$ cat src/rtl/rpn_pkg.sv
// Shared definitions for the RPN stack sequencer: operation codes, FSM
// encoding, default stack depth and ULA flag bit positions.
package rpn_pkg;

    localparam int PROFUNDIDADE_PADRAO = 4;
    localparam int LARGURA             = 8;

    typedef enum logic [2:0] {
        OP_ADD    = 3'b000,
        OP_SUB    = 3'b001,
        OP_AND    = 3'b010,
        OP_OR     = 3'b011,
        OP_XOR    = 3'b100,
        OP_NOT    = 3'b101,
        OP_STORE  = 3'b110,
        OP_RECALL = 3'b111
    } op_t;

    typedef enum logic [2:0] {
        OCIOSO,
        DECODIFICA,
        EMPILHA,
        EXECUTA,
        GRAVA,
        ERRO
    } estado_t;

    // ula_flags = {erro, carry, overflow, zero}
    localparam int FLAG_ZERO     = 0;
    localparam int FLAG_OVERFLOW = 1;
    localparam int FLAG_CARRY    = 2;
    localparam int FLAG_ERRO     = 3;

endpackage

$ cat src/rtl/detector_borda.sv
// Rising-edge detector. The history flop resets to 1 so a level that is
// already high when reset is released is not seen as a new press.
module detector_borda (
    input  logic clk,
    input  logic rst,
    input  logic nivel,
    output logic borda
);

    logic anterior;

    always_ff @(posedge clk) begin
        // NOTE: sequential state always uses <=, so every flop samples the
        // pre-edge values regardless of statement order.
        if (rst) anterior <= 1'b1;
        else     anterior <= nivel;
    end

    assign borda = nivel & ~anterior;

endmodule

$ cat src/rtl/sequenciador_rpn.sv
// RPN stack sequencer: push/op/clear buttons drive a small operand stack,
// an external ULA and a one-word external memory.
module sequenciador_rpn
    import rpn_pkg::*;
#(
    parameter int PROFUNDIDADE = PROFUNDIDADE_PADRAO
) (
    input  logic       clk,
    input  logic       rst,
    input  logic [7:0] dado_in,
    input  logic       push_req,
    input  logic       op_req,
    input  logic [2:0] op_code,
    input  logic       clear_req,
    output logic [7:0] ula_a,
    output logic [7:0] ula_b,
    output logic [2:0] ula_sel,
    input  logic [7:0] ula_res,
    input  logic [3:0] ula_flags,
    output logic       mem_wr,
    output logic [7:0] mem_dado,
    input  logic [7:0] mem_rd_dado,
    output logic [7:0] topo,
    output logic [7:0] segundo,
    output logic [3:0] profundidade,
    output logic       pilha_vazia,
    output logic       pilha_cheia,
    output logic       ocupado,
    output logic       erro_pilha,
    output logic [3:0] flags_reg
);

    logic       push_borda, op_borda, clear_borda;
    logic       push_dispara, op_dispara;
    estado_t    estado, estado_prox;
    logic       eh_push;
    op_t        op_atual;
    logic [7:0] pilha [PROFUNDIDADE];
    logic [3:0] prof;

    detector_borda u_borda_push  (.clk(clk), .rst(rst), .nivel(push_req),  .borda(push_borda));
    detector_borda u_borda_op    (.clk(clk), .rst(rst), .nivel(op_req),    .borda(op_borda));
    detector_borda u_borda_clear (.clk(clk), .rst(rst), .nivel(clear_req), .borda(clear_borda));

    // Push wins over a simultaneous op; anything arriving while busy is dropped.
    assign push_dispara = push_borda & ~ocupado;
    assign op_dispara   = op_borda & ~ocupado & ~push_dispara;

    assign pilha_vazia  = (prof == 4'd0);
    assign pilha_cheia  = (prof == 4'(PROFUNDIDADE));
    assign ocupado      = (estado != OCIOSO);
    assign erro_pilha   = (estado == ERRO);
    assign mem_wr       = (estado == EMPILHA) && !eh_push && (op_atual == OP_STORE);
    assign topo         = pilha[0];
    assign segundo      = pilha[1];
    assign profundidade = prof;

    always_ff @(posedge clk) begin
        if (rst || clear_borda) estado <= OCIOSO;
        else                    estado <= estado_prox;
    end

    always_comb begin
        // NOTE: default assigned first so no path leaves estado_prox unassigned
        // (which would infer a latch).
        estado_prox = estado;
        case (estado)
            OCIOSO:     if (push_dispara || op_dispara) estado_prox = DECODIFICA;
            DECODIFICA: begin
                if (eh_push) begin
                    estado_prox = pilha_cheia ? ERRO : EMPILHA;
                end else begin
                    case (op_atual)
                        OP_NOT:    estado_prox = pilha_vazia ? ERRO : EXECUTA;
                        OP_STORE:  estado_prox = pilha_vazia ? ERRO : EMPILHA;
                        OP_RECALL: estado_prox = pilha_cheia ? ERRO : EMPILHA;
                        default:   estado_prox = (prof >= 4'd2) ? EXECUTA : ERRO;
                    endcase
                end
            end
            EXECUTA: estado_prox = GRAVA;
            default: estado_prox = OCIOSO;
        endcase
    end

    always_ff @(posedge clk) begin
        if (rst) begin
            // NOTE: the stack is a handful of flops, not a RAM, so it is reset
            // entry by entry; vacated and reset entries must read zero.
            for (int i = 0; i < PROFUNDIDADE; i++) pilha[i] <= '0;
            prof      <= '0;
            flags_reg <= '0;
            ula_a     <= '0;
            ula_b     <= '0;
            ula_sel   <= '0;
            mem_dado  <= '0;
            eh_push   <= 1'b0;
            op_atual  <= OP_ADD;
        end else if (clear_borda) begin
            for (int i = 0; i < PROFUNDIDADE; i++) pilha[i] <= '0;
            prof      <= '0;
            flags_reg <= '0;
        end else begin
            case (estado)
                OCIOSO: begin
                    if (push_dispara || op_dispara) begin
                        eh_push  <= push_dispara;
                        op_atual <= op_t'(op_code);
                    end
                end
                DECODIFICA: begin
                    if (estado_prox == EXECUTA) begin
                        ula_sel <= op_atual;
                        if (op_atual == OP_NOT) begin
                            ula_a <= pilha[0];
                            ula_b <= '0;
                        end else begin
                            ula_a <= pilha[1];
                            ula_b <= pilha[0];
                        end
                    end
                    if (estado_prox == EMPILHA && !eh_push && op_atual == OP_STORE)
                        mem_dado <= pilha[0];
                end
                EMPILHA: begin
                    if (eh_push || op_atual == OP_RECALL) begin
                        for (int i = PROFUNDIDADE - 1; i > 0; i--) pilha[i] <= pilha[i-1];
                        pilha[0] <= eh_push ? dado_in : mem_rd_dado;
                        prof     <= prof + 4'd1;
                    end
                end
                GRAVA: begin
                    flags_reg <= ula_flags;
                    if (op_atual != OP_NOT) begin
                        for (int i = 1; i < PROFUNDIDADE - 1; i++) pilha[i] <= pilha[i+1];
                        pilha[PROFUNDIDADE-1] <= '0;
                        prof <= prof - 4'd1;
                    end
                    pilha[0] <= ula_res;
                end
                default: ;
            endcase
        end
    end

endmodule

$ cat config.mk
export PLATFORM = sky130hd
export DESIGN_NAME = sequenciador_rpn
export DESIGN_NICKNAME = d
export VERILOG_FILES = /design/src/rtl/rpn_pkg.sv /design/src/rtl/detector_borda.sv /design/src/rtl/sequenciador_rpn.sv
export SDC_FILE = /design/constraint.sdc
export NUM_CORES = 1
export LEC_CHECK = 0
export ABC_AREA = 1
export BUFFER_PORTS_ARGS = -buffer_cell sky130_fd_sc_hd__buf_2
export CAP_MARGIN = 20
export CORE_UTILIZATION = 47
export CTS_CLUSTER_DIAMETER = 60
export DETAILED_ROUTE_END_ITERATION = 8
export PLACE_DENSITY = 0.75
export SLEW_MARGIN = 20
export SYNTH_ARGS = -nofsm -noshare
export SYNTH_HDL_FRONTEND = slang
export SYNTH_SLANG_ARGS = --single-unit
$ cat constraint.sdc
create_clock -name clk -period 1.95 [get_ports clk]
set_clock_uncertainty 0.2 [all_clocks]
set_input_delay 0.39 -clock clk [delete_from_list [all_inputs] [get_ports clk]]
set_output_delay 0.39 -clock clk [all_outputs]
set_load 0.03 [all_outputs]
==> run metrics <==
core area 6980 sq um; Post-Place Worst Slack -0.0100 ns; f_max 522 MHz; Iter 0 DRT Violations 241; synthesized cell area 3480 sq um; Clock Power Share 37.8%; Congestion Overflow GR 0; unrepaired setup endpoints after global routing true; post-route minimum period 1.92 ns; startpoint types flip-flop; MaxCap Viol Count 0; initial antenna violation count 0; critical path fanouts, max 4; commonest non-fill, non-tap cell in the layout buf_2; Die Y-Extent 88.0 um; element type at the critical path end output pin; largest net degree at the start of global routing 39; Die W 88.0 um; ANT cells 0; Comb pwr share 11.5%; Worst Path Arrival 1.33 ns; placement row count 30; Slew Limit Headroom 76.8%; Cell Pwr Density 774 nW/um^2; Final Core Density 63.9%; worst setup margin 0.0347 ns; post-route setup TNS 0 ns; final net count 592; CP max-delay cell dfxtp_4; Switch Pwr 874 uW; Switching Share 25.3%; number of global-route vias before repair 2940; DR WL/cell 13.0 um; Required @ worst endpoint 1.36 ns; io pins 92; Tcrit/Tclk final 98.2%; htree depth 3; cell accounting for the most synthesized area dfxtp_1; hold_sp clear_req; delay of the slowest critical-path stage 0.38 ns; final wirelength 8510 um; routability cong. 0.912; global-route wire length before repair 13300 um; post-synth cell types 31; Max Slew Vio Count 0; Post-CTS Hold Fix Bufs 0; leakage power 0.00218 uW; Tot GR Track Use 22.7%; clk_lat worst skew 0.35 ns; max FFs per register 32; clk slew on worst S/H paths 0.08 ns; Area contributors post-synth dfxtp_1 31%, edfxtp_1 21%, nand2_1 9.9%; Root Buffer clkbuf_8; Worst Setup SP profundidade[2]; reg2reg start estado[2]; Top cell by count, worst path inv_1; die area 7750 sq um; antenna viol nets, final 0; sequential area share after synthesis 51.2%; Finished Layout Cells 654; WS Path Type reg2out; share of the synthesized area in the top cell type 30.5%; Via Count 3255; Yosys reg bits 77; Synth Warn # 0; HP Class in2reg; DRT Pass-1 Iters 4; share of cells above drive strength 1 28.7%; Synth Net Count 484; Pint 2580 uW; Syn Inst Count 445; area delta synth->final 28.2%; Synth Area per Inst 7.82 sq um; Sequential Power Share 50.7%; clk buf depth 2; setup violators final 0; status complete, no violations; hold_ws 0.0279 ns; Detailed Place HPWL 6290 um; Vias per Instance 4.98; number of buffers added on ports 91; Top reg by flops pilha; final hold violation count 0; CTS tree built; maximum VDD drop 0.420 mV; Placed Instances 633; # clock sinks 77; Least-Margin Pin Slew 0.348 ns; crit-path cells inv_1 > nor2_1 > nand2_1 > inv_1 > clkbuf_4; CTS buffer count 9; DR DRC count 0; Initial Utilization 49.8%; commonest cells after routing, fill and taps aside 89 x buf_2, 88 x nand2_1, 67 x inv_1
-- Yosys cell counts (all sizes together) --
cell	number
inv	72
or2	1
mux2i	8
ha	2
xnor2	1
dfxtp	53
buf	8
nor2	67
o32ai	2
edfxtp	24
o22ai	14
nand3	23
nand4	9
fa	1
o21ai	37
nand2	92
nor3	2
clkbuf	9
xor2	1
a21oi	18
nor3b	1
-- logic make-up (layout without fill, tap and decap cells) --
logic type               Yosys count  in the layout  synth area share [%]
XOR/XNOR                           2              2                 0.504
buffers and inverters             89            202                  10.3
multiplexers                       8              8                  2.30
AND/OR/NAND/NOR                  195            195                  23.3
flip-flops                        77             77                  51.2
adder cells (fa/ha/maj)            3              3                  1.29
AO/OA/AOI/OAI                     71             71                  11.0
-- critical path: cells and delay by family, from the launching register on --
| family | cells | cell delay, ns |
|---|---|---|
| buffers and inverters | 3 | 0.35 |
| and+or+nand+nor | 2 | 0.24 |
| DFF | 1 | 0.38 |
-- path summary, 6_finish.rpt --
check	to	slack, ns	cells after the start
min	u_borda_clear.anterior	0.03	3
min reg2reg	pilha[3][2]	0.27	2
max reg2reg	mem_dado[0]	0.05	8
max	pilha_cheia	0.03	5
-- through the flow --
stage | instance area (sq um) | total power (uW)
after floorplan | 3500 | 2020
after global placement | 4140 | 2150
after detailed placement | 4140 | 2160
after CTS | 4390 | 3450
after global routing | 4460 | 3570
final | 4460 | 3450
-- cell type report --
type | instances | area [sq um]
fillers | 619 | 2520
flip-flops and latches | 77 | 1800
multi-input cells | 279 | 1390
repair buffers | 114 | 662
inverters | 72 | 270
clock buffers | 13 | 180
well taps | 96 | 120
clock inverters | 3 | 40.0
-- per-layer routing --
| layer | part of all wire (%) | global-route usage, % | vias up |
|---|---|---|---|
| li1 | - | - | 1650 |
| met1 | 46 | 30.3 | 1455 |
| met2 | 45 | 35.0 | 127 |
| met3 | 6.1 | 3.96 | 23 |
| met4 | 3.1 | 12.8 | 0 |
| met5 | 0 | 0 | - |
-- power groups by stage --
stage	combinational (uW)	sequential, uW	clock, uW
final	396	1750	1300
after global routing	434	1750	1380
after CTS	384	1750	1320
after detailed placement	377	1780	0
after global placement	370	1780	0
after floorplan	191	1830	0
-- repair_timing --
item,4_1_cts,5_1_grt
gates resized for setup,4,20
pin swaps,1,2
setup endpoints to repair,7,69
setup buffers,3,2
Note: power is estimated with default switching activity, not from simulation.
